<file path="src/rtl/morse_receiver.sv">
// Keyed Morse receiver: synchronizes and debounces a key, times marks and gaps in
// Morse units, decodes each character to a letter index and its tone-player pattern.
module morse_receiver #(
    parameter int UNIT_CYCLES     = 50_000_000,
    parameter int DEBOUNCE_CYCLES = 1_000_000
) (
    input  logic        clk,
    input  logic        rst,
    input  logic        key,
    output logic        char_valid,
    output logic [4:0]  letter,
    output logic [16:0] code,
    output logic [2:0]  sym_cnt,
    output logic        err
);
    localparam int DB_W  = $clog2(DEBOUNCE_CYCLES + 1);
    localparam int CYC_W = $clog2(UNIT_CYCLES + 1);

    typedef enum logic [1:0] {IDLE = 2'd0, MARK = 2'd1, SPACE = 2'd2} state_t;

    // Symbols are stored first-symbol-in-bit0, 1 = dash; bits above the count stay 0.
    function automatic logic [4:0] decode_letter(input logic [2:0] cnt, input logic [3:0] syms);
        logic [4:0] l;
        case ({cnt, syms})
            {3'd2, 4'b0010}: l = 5'd0;   {3'd4, 4'b0001}: l = 5'd1;
            {3'd4, 4'b0101}: l = 5'd2;   {3'd3, 4'b0001}: l = 5'd3;
            {3'd1, 4'b0000}: l = 5'd4;   {3'd4, 4'b0100}: l = 5'd5;
            {3'd3, 4'b0011}: l = 5'd6;   {3'd4, 4'b0000}: l = 5'd7;
            {3'd2, 4'b0000}: l = 5'd8;   {3'd4, 4'b1110}: l = 5'd9;
            {3'd3, 4'b0101}: l = 5'd10;  {3'd4, 4'b0010}: l = 5'd11;
            {3'd2, 4'b0011}: l = 5'd12;  {3'd2, 4'b0001}: l = 5'd13;
            {3'd3, 4'b0111}: l = 5'd14;  {3'd4, 4'b0110}: l = 5'd15;
            {3'd4, 4'b1011}: l = 5'd16;  {3'd3, 4'b0010}: l = 5'd17;
            {3'd3, 4'b0000}: l = 5'd18;  {3'd1, 4'b0001}: l = 5'd19;
            {3'd3, 4'b0100}: l = 5'd20;  {3'd4, 4'b1000}: l = 5'd21;
            {3'd3, 4'b0110}: l = 5'd22;  {3'd4, 4'b1001}: l = 5'd23;
            {3'd4, 4'b1101}: l = 5'd24;  {3'd4, 4'b0011}: l = 5'd25;
            default:         l = 5'd31;
        endcase
        return l;
    endfunction

    function automatic logic [16:0] build_code(input logic [2:0] cnt, input logic [3:0] syms);
        logic [16:0] c;
        int          pos;
        c   = 17'd0;
        pos = 0;
        for (int i = 0; i < 4; i++) begin
            if (i < int'(cnt)) begin
                if (syms[i]) begin
                    c[pos]     = 1'b1;
                    c[pos + 1] = 1'b1;
                    c[pos + 2] = 1'b1;
                    pos        = pos + 4;
                end else begin
                    c[pos] = 1'b1;
                    pos    = pos + 2;
                end
            end else begin
                pos = pos;
            end
        end
        return c;
    endfunction

    state_t             state_q, state_d;
    logic               key_meta_q, key_meta_d, key_sync_q, key_sync_d;
    logic               kd_q, kd_d;
    logic [DB_W-1:0]    db_cnt_q, db_cnt_d;
    logic [CYC_W-1:0]   cyc_cnt_q, cyc_cnt_d, cyc_inc_s;
    logic [2:0]         unit_cnt_q, unit_cnt_d, unit_inc_s;
    logic [3:0]         syms_q, syms_d;
    logic [2:0]         sym_count_q, sym_count_d;
    logic               char_valid_q, char_valid_d, err_q, err_d;
    logic [4:0]         letter_q, letter_d, dec_letter_s;
    logic [16:0]        code_q, code_d;
    logic [2:0]         sym_cnt_q, sym_cnt_d;
    logic               rise_s, fall_s;

    // Next-state logic: synchronizer, debouncer, unit timebase, symbol FSM and emit.
    always_comb begin
        state_d      = state_q;
        key_meta_d   = key;
        key_sync_d   = key_meta_q;
        kd_d         = kd_q;
        db_cnt_d     = db_cnt_q;
        syms_d       = syms_q;
        sym_count_d  = sym_count_q;
        char_valid_d = 1'b0;
        letter_d     = letter_q;
        code_d       = code_q;
        sym_cnt_d    = sym_cnt_q;
        err_d        = err_q;
        dec_letter_s = decode_letter(sym_count_q, syms_q);

        if (key_sync_q != kd_q) begin
            if (db_cnt_q == DB_W'(DEBOUNCE_CYCLES - 1)) begin
                kd_d     = key_sync_q;
                db_cnt_d = '0;
            end else begin
                db_cnt_d = db_cnt_q + DB_W'(1);
            end
        end else begin
            db_cnt_d = '0;
        end
        rise_s = kd_d & ~kd_q;
        fall_s = ~kd_d & kd_q;

        // *_inc_s count the current cycle, so a mark of N cycles classifies as N/UNIT units.
        if (cyc_cnt_q == CYC_W'(UNIT_CYCLES - 1)) begin
            cyc_inc_s  = '0;
            unit_inc_s = (unit_cnt_q == 3'd7) ? 3'd7 : unit_cnt_q + 3'd1;
        end else begin
            cyc_inc_s  = cyc_cnt_q + CYC_W'(1);
            unit_inc_s = unit_cnt_q;
        end
        if (rise_s || fall_s) begin
            cyc_cnt_d  = '0;
            unit_cnt_d = 3'd0;
        end else begin
            cyc_cnt_d  = cyc_inc_s;
            unit_cnt_d = unit_inc_s;
        end

        case (state_q)
            IDLE: begin
                syms_d      = 4'd0;
                sym_count_d = 3'd0;
                if (rise_s) state_d = MARK;
                else        state_d = IDLE;
            end
            MARK: begin
                if (fall_s) begin
                    if (sym_count_q < 3'd4) syms_d[sym_count_q[1:0]] = (unit_inc_s >= 3'd2);
                    else                    syms_d = syms_q;
                    if (sym_count_q != 3'd5) sym_count_d = sym_count_q + 3'd1;
                    else                     sym_count_d = sym_count_q;
                    state_d = SPACE;
                end else begin
                    state_d = MARK;
                end
            end
            SPACE: begin
                // A press landing on the emit cycle starts the next character directly.
                if (unit_inc_s == 3'd3) begin
                    char_valid_d = 1'b1;
                    letter_d     = dec_letter_s;
                    err_d        = (dec_letter_s == 5'd31);
                    code_d       = (dec_letter_s == 5'd31) ? 17'd0 : build_code(sym_count_q, syms_q);
                    sym_cnt_d    = sym_count_q;
                    syms_d       = 4'd0;
                    sym_count_d  = 3'd0;
                    state_d      = rise_s ? MARK : IDLE;
                end else if (rise_s) begin
                    state_d = MARK;
                end else begin
                    state_d = SPACE;
                end
            end
            default: state_d = IDLE;
        endcase
    end

    // State and output registers with synchronous reset.
    always_ff @(posedge clk) begin
        if (rst) begin
            state_q      <= IDLE;
            key_meta_q   <= 1'b0;
            key_sync_q   <= 1'b0;
            kd_q         <= 1'b0;
            db_cnt_q     <= '0;
            cyc_cnt_q    <= '0;
            unit_cnt_q   <= 3'd0;
            syms_q       <= 4'd0;
            sym_count_q  <= 3'd0;
            char_valid_q <= 1'b0;
            letter_q     <= 5'd0;
            code_q       <= 17'd0;
            sym_cnt_q    <= 3'd0;
            err_q        <= 1'b0;
        end else begin
            state_q      <= state_d;
            key_meta_q   <= key_meta_d;
            key_sync_q   <= key_sync_d;
            kd_q         <= kd_d;
            db_cnt_q     <= db_cnt_d;
            cyc_cnt_q    <= cyc_cnt_d;
            unit_cnt_q   <= unit_cnt_d;
            syms_q       <= syms_d;
            sym_count_q  <= sym_count_d;
            char_valid_q <= char_valid_d;
            letter_q     <= letter_d;
            code_q       <= code_d;
            sym_cnt_q    <= sym_cnt_d;
            err_q        <= err_d;
        end
    end

    assign char_valid = char_valid_q;
    assign letter     = letter_q;
    assign code       = code_q;
    assign sym_cnt    = sym_cnt_q;
    assign err        = err_q;
endmodule

</file>
<file path="config.mk">
export PLATFORM = sky130hd
export DESIGN_NAME = morse_receiver
export DESIGN_NICKNAME = d
export VERILOG_FILES = /design/src/rtl/morse_receiver.sv
export SDC_FILE = /design/constraint.sdc
export NUM_CORES = 1
export LEC_CHECK = 0
export ABC_AREA = 0
export BUFFER_PORTS_ARGS = -buffer_cell sky130_fd_sc_hd__buf_2
export CORE_ASPECT_RATIO = 1.75
export CORE_UTILIZATION = 50
export CTS_CLUSTER_SIZE = 25
export DETAILED_ROUTE_END_ITERATION = 8
export PLACE_DENSITY = 0.77
export REMOVE_ABC_BUFFERS = 1
export SLEW_MARGIN = 20
export SYNTH_ARGS = -nofsm -noshare
export SYNTH_HDL_FRONTEND = slang
export SYNTH_SLANG_ARGS = --single-unit
</file>
<file path="constraint.sdc">
create_clock -name clk -period 8.3 [get_ports clk]
set_input_delay 0.415 -clock clk [delete_from_list [all_inputs] [get_ports clk]]
set_output_delay 0.415 -clock clk [all_outputs]
set_load 0.01 [all_outputs]
</file>
Yosys cells after proc, flatten, opt, wreduce, memory -nomap -nowiden --
Memory sizes are Yosys's and may differ from the RTL's. Index checks and enable logic that the tools add are counted.
Storage, ports and cells: output and inout port bits 27, ROM bits 640, logic and storage cells 167, input port bits 3, memories 1, register bits 88
Cells by class: bitwise operators 15, add/sub/neg operators 12, order comparisons 26, reduce and logical (&&, ||, !) cells 20, multiplexer cells 66, equality and inequality tests 13
Memory list:
- (no name shown) | words 128, bits a word 5, rd ports 1, clocked after memory_dff 0, write ports 0, line 24 | case ({cnt, syms})
Operators by type and width (number):
- $mux 32 | 11
- $ge 32x1->1 const B | 9
- $lt 32x7->1 const B | 9
- $mux 17 | 11
- $or 17x17->17 | 8
- $add 32x2->32 const B | 3
- $add 32x3->32 const B | 3
- $add 32x4->32 const B | 2
- $demux 1 s5 | 9
- $mux 3 | 9
- $add 26x1->26 const B | 1
- $eq 26x26->1 const B | 1
- $add 20x1->20 const B | 1
- $eq 20x20->1 const B | 1
- $or 3x17->17 | 1
- $mux 1 | 14
- $mux 4 | 3
- $pmux 4 s3 | 1
- $logic_and 1x1->1 | 10
- $pmux 3 s3 | 1
- $mux 2 | 4
- $ne 2x2->1 const B | 4
- $reduce_and 4->1 | 2
- $add 3x1->3 const B | 2
- other kinds (24) | 32

Longest topological paths before layout --
depth after elaboration 30, mapped depth 16, depth with buffers taken out 14

Worst setup path before layout --
Ideal clock, no wire load.
kind register to register, start point register sym_count_q[1], end point register code_q[11], in the netlist code[11], library setup time 0.070 ns, arrival time 3.242 ns, data required time 8.230 ns, period minus slack after synthesis 3.313 ns, cell stages (with the launch flop) 17, setup slack 4.987 ns, path buffers 2, cells stage by stage dfxtp_1 > buf_4 > or2_2 > clkbuf_1 > o21ai_0 > inv_1 > ha_1 > mux2_2 > nand2_1 > ha_1 > nand2_1 > a21o_1 > o211ai_1 > nor3_1 > a32oi_1 > or3_1 > a21oi_1
On the way: longest elaborated chain between the ends 28, elaborated cells between the ends (all ways) 90, classes of those cells 8 x add/sub; 22 x order compare; 1 x eq/ne; 40 x mux; 9 x bitwise; 9 x reduce/logical; 1 x memory
Ends and longest elaborated chain:
- start, declared | line 73 | logic [2:0] sym_count_q, sym_count_d;
- start signal, assigned | line 190 | sym_count_q <= sym_count_d;
- branches (longest 27 deep; another with $add 32x3->32)
- $mux 17 * | line 149 | code_d = (dec_letter_s == 5'd31) ? 17'd0 : build_code(sym_count_q, syms_q);
- end signal, assigned | line 193 | code_q <= code_d;
- end, declared | line 76 | logic [16:0] code_q, code_d;
Every way passes the cells marked *. The select of a mux whose other input is x is not followed. A chain may end at the register's enable or synchronous reset.

Final worst setup path --
start point register sym_count_q[2], end point register code_q[9], in the netlist code[9]
The elaborated chain is that of the path after synthesis.

==> metrics.csv <==
stage,metric,value,unit
cts,clockRootBuffer,clkbuf_16,
sta,finalHoldViolCount,0,
sta,maxSlewViolCount,0,
sta,worst_slew_pin_slew,0.934,ns
final_layout,layout-drive-gt1-share,0.112,
final_layout,fill_cells,890,
cts,cts-resized-gates,0,
synth,synth-edff-count,0,
sta,relSlewSlack,0.376,
synth,netlist_area,0.00509,mm^2
synth,synthAdderAreaFrac,0.0639,
cts,post_cts_buffers,0,
placed_design,post-dp-hpwl,8.78,mm
power,powerDensity,165,mW/mm^2
synth,postSynth.asyncResetShare,0,
drt,wire_per_inst,15.3,um
critical_path,critPathMaxStageDelay,0.59,ns
floorplanning,die_w,78.3,um
sta,clock_skew,0.00976,ns
final_layout,final_area,0.00561,mm^2
hold_path,whs_endpoint,key_meta_q,
grt,grt_usage,0.237,
placed_design,placed_area,0.00524,mm^2
final_layout,area_delta_synth_final,10.1,%
power,p_leak,2.11,nW
floorplanning,core.rowCount,48,
drt,drc_errors,0,
critical_path,path_cells,"or2_2, o21ai_0, inv_1, ha_1, mux2_2, nand2_1, ha_1, nand2_1, a21o_1, o211ai_1, nor3_1, a32oi_1, or3_1, a21oi_1",
synth,synthCells,644,
synth,synth_top_family_by_area,simple AND/OR/NAND/NOR gates,
sta,final-setup-viol-count,0,
synth,ys.flop_type,dfxtp_1,
synth,synth_cell_type_count,69,
floorplanning,die_y,135,um
critical_path,cp.arrival,4.18,ns
final_layout,nets,678,
final_layout,fin_cells,779,
critical_path,reg2reg_setup_slack,4.39,ns
critical_path,worstSetupEndpointType,flip-flop,
critical_path,cp_max_fo,27,
synth,synth_warnings,0,
critical_path,worstPathRequired,8.57,ns
drt,routed_wl,11.9,mm
sta,setup_tns,0,ns
drt,first_pass_iters,5,
cts,clk_pin_slew_worst_paths,0.07,ns
drt,drt-initial-drc-count,266,
critical_path,worst-path-buf-inv,1,
critical_path,slowest_stage,dfxtp_1,
synth,yosysSeqAreaShare,0.346,
sta,fmax,256,MHz
floorplanning,io_pins,30,
cts,clock-sinks,88,
run,maxCapViolations,0,
floorplanning,core,0.00991,mm^2
grt,antenna_found_initial,0,
cts,clkLatencyLatePin,0.35,ns
sta,min_period,3.91,ns
drt,vias,4503,
critical_path,r2r-end,code[9],
cts,numCtsBuffers,9,
placed_design,place.gp.congestion,0.962,
run_status,status,finished clean,
synth,synthXorXnorAreaFrac,0.0740,
synth,ys_seq_elements,88,
floorplanning,initial_utilization,0.514,
placed_design,port_buffers,29,
synth,synth-compound-area-share,0.161,
final_layout,insertedDiodeCount,0,
placed_design,dp.cells,763,
critical_path,worst-setup-path-type,reg2reg,
cts,cts_tree,yes,
cts,htree_levels,3,
sta,rsz0062_at_grt,false,
synth,syn_area_per_cell,7.91,um^2
sta,min_period_over_period,0.471,
critical_path,timing.rr.start,sym_count_q[2],
power,max-vdd-ir-drop,0.133,mV
hold_path,hp-class,in2reg,
critical_path,cp-start-kind,flip-flop,
grt,grt_overflow,0,
hold_path,holdPathStages,2,
grt,grt_pass1_vias,4299,
hold_path,hold_start,key,
cts,clock_path_buffers,2,
drt,via_per_inst,5.78,
critical_path,critPathTopFamily,simple AND/OR/NAND/NOR gates,
grt,grt_first_pass_wirelength,19.7,mm
critical_path,rr_worst_depth,14,
synth,synth-simple-area-share,0.292,
grt,grt_max_degree,41,
floorplanning,die_area,0.0106,mm^2
synth,synth_mux_area_frac,0.0143,
drt,postRouteAntennaNets,0,
cts,hold_buffers,0,
==> logic make-up after synthesis <==
logic type	count (synthesis)
buf+inv	58
fa+ha+maj	26
simple gates	297
compound gates	125
xor+xnor	43
mux	7
flops	88
==> per-layer routing <==
layer / global-route usage / vias up / share of wire
met4: 0.167 / 0 / 0.054
met3: 0.0431 / 44 / 0.039
met1: 0.239 / 2083 / 0.38
li1: - / 2258 / -
met2: 0.431 / 118 / 0.52
met5: 0 / - / 0
==> cells in the final DEF (no fill, tap or decap), drive strengths merged, types with 3 or more instances in the layout <==
cell type	instances
xor2	26
nand3	37
bufinv	3
nor4	4
or2	6
o211ai	3
buf	31
clkbuf	9
nand4	10
ha	26
xnor2	17
o22ai	5
nand2	59
nor2b	15
and3	9
a211oi	7
nand2b	11
o21ai	28
a21o	7
dfxtp	88
a22oi	3
nor2	91
nand3b	11
and2	3
a32oi	3
o32ai	4
mux2i	5
nor3	18
a21oi	44
inv	24
or3	12
==> worst register-to-register path, cell delays in order, from the launching register on <==
cell and delay, ns:
dfxtp_1 0.59, or2_2 0.49, o21ai_0 0.31, inv_1 0.10
ha_1 0.28, mux2_2 0.33, nand2_1 0.10, ha_1 0.22
nand2_1 0.09, a21o_1 0.12, o211ai_1 0.11, nor3_1 0.55
a32oi_1 0.09, or3_1 0.34, a21oi_1 0.13
==> worst max-delay path by stage <==
stage	start	slack (ns)	depth (start not counted)	to
floorplan	sym_count_q[2]	4.98	14	code[11]
global placement	sym_count_q[2]	4.56	14	code[9]
detailed placement	sym_count_q[2]	4.48	14	code[11]
CTS	sym_count_q[2]	4.46	14	code[11]
global route	sym_count_q[2]	4.03	14	code[13]
finish	sym_count_q[2]	4.39	14	code[9]
==> flip-flops by register name, summed over array words and instances, names as in the netlist <==
| signal | count |
|---|---|
| char_valid | 1 |
| code | 17 |
| cyc_cnt_q | 26 |
| db_cnt_q | 20 |
| err | 1 |
| kd_q | 1 |
| key_meta_q | 1 |
| key_sync_q | 1 |
| letter | 5 |
| state_q | 2 |
| sym_cnt | 3 |
| sym_count_q | 3 |
| syms_q | 4 |
| unit_cnt_q | 3 |
==> synth_stat cells, drive strengths merged, types with 3 or more instances <==
master / instances / area, um^2
nor2: 91 / 344
dfxtp: 88 / 1760
nand2: 59 / 221
a21oi: 44 / 220
nand3: 37 / 190
o21ai: 28 / 174
ha: 26 / 325
xor2: 26 / 228
inv: 21 / 78.8
clkbuf: 19 / 71.3
buf: 18 / 97.6
nor3: 18 / 100
xnor2: 17 / 149
nor2b: 15 / 93.8
or3: 12 / 75.1
nand2b: 11 / 68.8
nand3b: 11 / 82.6
nand4: 10 / 68.8
and3: 9 / 56.3
a211oi: 7 / 52.6
a21o: 7 / 52.6
or2: 6 / 40.0
mux2i: 5 / 50.1
o22ai: 5 / 31.3
nor4: 4 / 31.3
o32ai: 4 / 35.0
a22oi: 3 / 22.5
a32oi: 3 / 26.3
and2: 3 / 18.8
o211ai: 3 / 22.5
==> report_power, final <==
part | total [mW] | internal [mW] | leakage [nW] | switching [mW]
logic | 0.0105 | 0.00334 | 1.22 | 0.00711
registers | 0.426 | 0.424 | 0.710 | 0.00181
clock network | 0.486 | 0.302 | 0.177 | 0.184
total | 0.922 | 0.729 | 2.11 | 0.193
==> cell type report <==
class | instances | area (um^2) | share of cell area
inverters | 21 | 78.8 | 0.0141
well taps | 125 | 156 | 0.0279
flip-flops and latches | 88 | 1760 | 0.314
clock buffers | 9 | 225 | 0.0402
multi-input cells | 498 | 3090 | 0.550
clock inverters | 7 | 138 | 0.0246
repair buffers | 31 | 160 | 0.0286
==> through the flow <==
| step | total power [mW] | setup WS [ns] | utilization | hold slack [ns] |
|---|---|---|---|---|
| floorplan | 0.441 | 4.98 | - | 0.414 |
| global placement | 0.445 | 4.56 | 0.529 | 0.419 |
| detailed placement | 0.446 | 4.48 | 0.529 | 0.422 |
| CTS | 0.933 | 4.46 | 0.566 | 0.289 |
| global route | 0.950 | 4.03 | 0.566 | 0.291 |
| finish | 0.922 | 4.39 | 0.566 | 0.289 |
Note: power is estimated with default switching activity, not from simulation.
